==> config.mk <==
export PLATFORM = sky130hd
export DESIGN_NAME = debounce_event
export DESIGN_NICKNAME = d
export VERILOG_FILES = /design/src/rtl/debounce_event.sv
export SDC_FILE = /design/constraint.sdc
export NUM_CORES = 1
export LEC_CHECK = 0
export CORE_MARGIN = 2
export CORE_UTILIZATION = 45
export DETAILED_ROUTE_END_ITERATION = 12
export PLACE_DENSITY = 0.7
export SLEW_MARGIN = 20
export SYNTH_ARGS = -nofsm -noshare
export SYNTH_HDL_FRONTEND = slang
export SYNTH_SLANG_ARGS = --single-unit
==> constraint.sdc <==
create_clock -name clk -period 3.6 [get_ports clk]
set_input_delay 0.36 -clock clk [delete_from_list [all_inputs] [get_ports clk]]
set_output_delay 0.36 -clock clk [all_outputs]
set_load 0.03 [all_outputs]
==> src/rtl/debounce_event.sv <==
// Button debouncer with press/release pulses and hold-to-repeat.
// The release pulse port is named rel because "release" is a reserved word.
module debounce_event #(
    parameter int unsigned DEB_CYCLES    = 4,
    parameter int unsigned HOLD_CYCLES   = 10,
    parameter int unsigned REPEAT_CYCLES = 5
) (
    input  logic clk,
    input  logic rst,
    input  logic sig1,
    output logic level,
    output logic press,
    output logic rel,
    output logic rpt
);

    localparam int unsigned DW   = $clog2(DEB_CYCLES + 1);
    localparam int unsigned TMAX = (HOLD_CYCLES > REPEAT_CYCLES) ? HOLD_CYCLES : REPEAT_CYCLES;
    localparam int unsigned TW   = $clog2(TMAX + 1);

    localparam logic [DW-1:0] DebLast = DW'(DEB_CYCLES - 1);
    localparam logic [TW-1:0] HoldLim = TW'(HOLD_CYCLES);
    localparam logic [TW-1:0] RepLim  = TW'(REPEAT_CYCLES);
    localparam logic [TW-1:0] TOne    = TW'(1);

    typedef enum logic [1:0] {StIdle, StHold, StRepeat} state_e;

    state_e        state;
    logic [DW-1:0] deb_cnt;
    logic [TW-1:0] tcnt;
    logic          mismatch;
    logic          qualify;
    logic          rise;
    logic          fall;

    // A level change happens on the DEB_CYCLES-th consecutive mismatching sample.
    assign mismatch = (sig1 != level);
    assign qualify  = mismatch && (deb_cnt == DebLast);
    assign rise     = qualify && !level;
    assign fall     = qualify && level;

    // Debounce counter, debounced level and the registered press/release pulses.
    always_ff @(posedge clk or posedge rst) begin
        if (rst) begin
            level   <= 1'b0;
            deb_cnt <= '0;
            press   <= 1'b0;
            rel     <= 1'b0;
        end else begin
            press <= rise;
            rel   <= fall;
            if (!mismatch) begin
                deb_cnt <= '0;
            end else if (qualify) begin
                level   <= sig1;
                deb_cnt <= '0;
            end else begin
                // Only reached while deb_cnt < DebLast, so it can never wrap.
                deb_cnt <= deb_cnt + 1'b1;
            end
        end
    end

    // Hold / auto-repeat sequencer; a level fall on the same edge always wins over an rpt.
    always_ff @(posedge clk or posedge rst) begin
        if (rst) begin
            state <= StIdle;
            tcnt  <= '0;
            rpt   <= 1'b0;
        end else begin
            rpt <= 1'b0;
            case (state)
                StIdle: begin
                    if (rise) begin
                        state <= StHold;
                        tcnt  <= TOne;
                    end
                end
                StHold: begin
                    if (fall) begin
                        state <= StIdle;
                        tcnt  <= '0;
                    end else if (tcnt >= HoldLim) begin
                        rpt   <= 1'b1;
                        tcnt  <= TOne;
                        state <= StRepeat;
                    end else begin
                        tcnt <= tcnt + 1'b1;
                    end
                end
                StRepeat: begin
                    if (fall) begin
                        state <= StIdle;
                        tcnt  <= '0;
                    end else if (tcnt >= RepLim) begin
                        rpt  <= 1'b1;
                        tcnt <= TOne;
                    end else begin
                        tcnt <= tcnt + 1'b1;
                    end
                end
                default: begin
                    state <= StIdle;
                    tcnt  <= '0;
                end
            endcase
        end
    end

endmodule

Word level (Yosys, flattened, before mapping):

Cells that the tools add are included.

* add/subtract/negate cells: 2
* order comparisons: 2
* equal/unequal tests: 7
* multiplexer cells: 18
* reductions and logical operators: 7

Operators by type and width (number)
* two-way mux 4 bit: 5
* one-hot mux 4 bit (3 select lines): 1
* two-way mux 2 bit: 4
* two-way mux 3 bit: 2
* one-hot mux 2 bit (3 select lines): 1
* adder 4 x 1 -> 4 bit (second input constant): 1
* >= comparator 4 x 3 -> 1 bit (second input constant): 1
* >= comparator 4 bit (second input constant): 1
* two-way mux 1 bit: 4
* != test 2 bit (second input constant): 2
* adder 3 x 1 -> 3 bit (second input constant): 1
* == test 3 x 2 -> 1 bit (second input constant): 1
* logical AND 1 bit: 3
* != test 3 bit (second input constant): 1
* AND reduction 3 bit: 1
* == test 2 x 1 -> 1 bit (second input constant): 1
* == test 2 bit (second input constant): 1
* zero test 2 bit: 1
* one-hot mux 1 bit (2 select lines): 1
* AND reduction 2 bit: 1
* zero test 1 bit: 1
* != test 1 bit: 1

* flip-flop bits (word level): 13
* input port bits: 3
* logic and storage cells: 43

Logic depth before layout (Yosys ltp):

* depth in word-level cells: 5
* gate-level depth with buffers: 6
* depth with buffers taken out: 6

Least setup slack after synthesis:

No wires, ideal clock.

* path kind: register -> register
* start: register level
* end: register tcnt[2]
* arrival time: 1.373 ns
* path slack: 2.147 ns
* cell stages (with the launch flop): 5
* buffers on the path: 0
* clock period less this slack: 1.453 ns
* cell sequence: dfrtp_1 -> nand4bb_4 -> and2_4 -> or3_1 -> o211ai_2

* word-level cells in the longest chain between the ends: 5
* elaborated cells on any way between the ends: 9

RTL lines
* start, declared: line 11 `output logic level,`
* start signal, assigned: line 55 `level <= sig1;`
* != test 1 bit: line 37 `assign mismatch = (sig1 != level);`
* logical AND 1 bit: line 38 `assign qualify = mismatch && (deb_cnt == DebLast);`
* logical AND 1 bit: line 40 `assign fall = qualify && level;`
* two-way mux 4 bit (on tied branches): line 92, 80
* one-hot mux 4 bit (3 select lines): line 72 `case (state)`
* end signal, assigned: line 76 `tcnt <= TOne;`
* end signal, assigned: line 97 `tcnt <= TOne;`
* end signal, assigned: line 99 `tcnt <= tcnt + 1'b1;`
* end, declared: line 30 `logic [TW-1:0] tcnt;`

Several ways; a longest one is shown, not always the timed one.
A chain may end at the register's enable or synchronous reset.

Worst setup path after layout:

* start: register level
* end: output port level

No word-level cell between the ends.

==> qor.csv <==
stage,metric,value,unit
timing,worst clock skew,0.000574,ns
timing,Final setup viols,0,
drt,DR pass1 iterations,4,
yosys,post-synthesis sequential area ratio,42.3,%
yosys,Area contributors post-synth,"dfrtp_1, ha_1, a21oi_1",
critical_path,R2R cell count,6,
place,DP Worst Slack,1.77,ns
cts,clock sink count,13,
power,leakage power,0.000412,uW
critical_path,CP max stage cell,clkdlybuf4s50_1,
cts,"Clk Latency, worst-skew pair",0.27,ns
timing,fin crit share,48.8,%
drt,Via density,5.28,
outcome,status,"finished, final reports clean",
cts,Post-CTS Setup Inserts,0,
drt,DR WL/cell,13.3,um
critical_path,reg-to-reg endpoint,tcnt[2],
die,DIE HEIGHT,45.3,um
timing,normalized max-slew margin,68.0,%
drt,via count,523,
cts,clk slew on worst S/H paths,0.07,ns
die,Core Area,1560,um2
critical_path,cell family with most CP delay,buffers and inverters,
global_routing,antenna violations before repair,0,
global_routing,number of global-route vias before repair,510,
finish,Antenna Cells,0,
critical_path,CP required,3.24,ns
die,die footprint,2050,um2
run,MaxCap Viol Count,0,
finish,"commonest non-fill, non-tap cells in the layout","dfrtp_1, ha_1, inv_1",
finish,"commonest non-fill, non-tap cell in the layout",dfrtp_1,
die,IO Pins,7,
drt,Remaining DRCs,0,
critical_path,reg2reg start,tcnt[0],
cts,root buffer cell,clkbuf_4,
worst_hold_path,Hold Crit Class,input port to asynchronous set/reset pin,
critical_path,critical path class,flip-flop to output pin,
yosys,Gate Count Post-Synth,73,
power,pwr dens,616,nW/um2
critical_path,sum of buffers and inverters on the critical path,1,
yosys,Synth cell types,28,
critical_path,Crit path depth,1,
finish,share of cells above drive strength 1,9.64,%
timing,final hold vios,0,
timing,fin. max-slew vios,0,
global_routing,global-route wire length before repair,2190,um
timing,TNS Setup,0,ns
place,Buffers on Ports,6,
cts,CTS tree,yes,
place,HPWL after DPL,1060,um
timing,post-layout min period,1.76,ns
critical_path,crit-path max FO,5,
cts,TritonCTS Buffers,3,
drt,Antenna Nets Post-Route,0,
drt,DR iter-0 viols,15,
critical_path,Setup crit end kind,output pin,
timing,actual slew at the worst max-slew pin,0.479,ns
global_routing,grt ovf,0,
timing,WHS,0.407,ns
critical_path,crit path cell chain,clkdlybuf4s50_1,
critical_path,Worst Path Arrival,1.40,ns
cts,hold_buf cts,0,
critical_path,flop-to-flop setup slack,2.00,ns
yosys,Syn Area/Cell,10.5,um2
drt,Routed WL,1320,um
yosys,cell area after synthesis,768,um2
power,"IR drop worst, VDD",309,uV
timing,RSZ-0062 raised after global routing,no,
die,Row Count,14,
place,gp weighted congestion,0.793,
yosys,Yosys top cell area share,42.3,%
timing,fin worst setup slack,1.84,ns
finish,Layout area overhead,13.8,%
critical_path,Critical Path End,level,
yosys,Syn Nets,85,
timing,max frequency,570,MHz
yosys,#FFs+latches synth,13,
critical_path,crit-path max cell delay,0.70,ns
global_routing,GR Util All Layers,15.8,%
power,Power Total,539,uW
cts,depth of the CTS H-tree,1,
die,Die X,45.3,um
critical_path,kind of start point of the critical path,flip-flop,
yosys,YS warnings,0,
die,initial core utilization,49.3,%
global_routing,largest net degree at the start of global routing,14,
yosys,"area leader, netlist",dfrtp_1,
cts,CTS resizes,0,
critical_path,worst setup path start,level,
finish,Final #Nets,96,
cts,clock tree buffer depth,2,
==> cell usage after synthesis, drive strengths merged <==
library cell   n
or3            1
nand2b         2
o2111ai        1
nand4bb        2
o2bb2ai        1
inv            8
dfrtp         13
nand2          5
mux2           1
nor2           4
nor2b          2
and2           3
a2bb2oi        1
mux2i          2
nand3          1
o31ai          1
o31a           1
o21ai          3
a21oi          6
nor3           1
nor3b          1
ha             9
xnor2          1
o22ai          2
o211ai         1
==> worst reg2reg max path: stages, from the launching register on <==
cell	delay, ns
dfrtp_1	0.41
inv_1	0.10
ha_1	0.21
o31ai_2	0.30
and2_1	0.21
o21ai_1	0.13
o211ai_2	0.17
==> worst min path at each step <==
stage / from / end / slack (ns) / depth (start not counted)
2_1_floorplan: rst / deb_cnt[0] / 0.24 / 1
3_3_place_gp: deb_cnt[0] / deb_cnt[0] / 0.43 / 1
3_5_place_dp: deb_cnt[0] / deb_cnt[0] / 0.47 / 1
4_1_cts: rst / deb_cnt[2] / 0.42 / 2
5_1_grt: rst / deb_cnt[1] / 0.47 / 2
6_report: rst / press / 0.41 / 2
==> kinds of logic after synthesis <==
| group | share of synthesized area, % |
|---|---|
| adders and majority gates | 14.7 |
| and+or+nand+nor | 18.6 |
| AOI/OAI and AO/OA | 15.3 |
| DFF | 42.3 |
| buffers and inverters | 3.91 |
| xor gates and xnor gates | 1.14 |
| muxes | 4.07 |
==> sequential cells by signal, indices dropped and copies added, names as in the netlist <==
name	flops
rel	1
rpt	1
state	2
tcnt	4
press	1
level	1
deb_cnt	3
==> per-layer routing <==
metal | part of all wire (%) | vias up | global-route usage [%]
li1 | - | 275 | -
met1 | 51 | 234 | 20.2
met2 | 42 | 10 | 23.7
met3 | 4.9 | 4 | 7.20
met4 | 1.7 | 0 | 5.29
met5 | 0 | - | 0
==> where the power goes <==
part / internal (uW) / leakage (uW) / switching (uW)
clock network: 43.0 / 0.0000150 / 42.6
logic: 106 / 0.000223 / 118
registers: 184 / 0.000174 / 44.7
==> area by class of cell <==
type	count	area (um2)
flip-flops and latches	13	325
inverters	8	30.0
fillers	123	684
multi-input cells	52	413
well taps	16	20.0
repair buffers	6	60.1
clock buffers	4	26.3
==> stage by stage <==
stage	util (%)	instance area, um2	instances
2_1_floorplan	-	768	73
3_3_place_gp	54.4	848	95
3_5_place_dp	54.4	848	95
4_1_cts	56.1	875	99
5_1_grt	56.1	875	99
6_report	56.1	875	99
(Power assumes the default switching activity.)
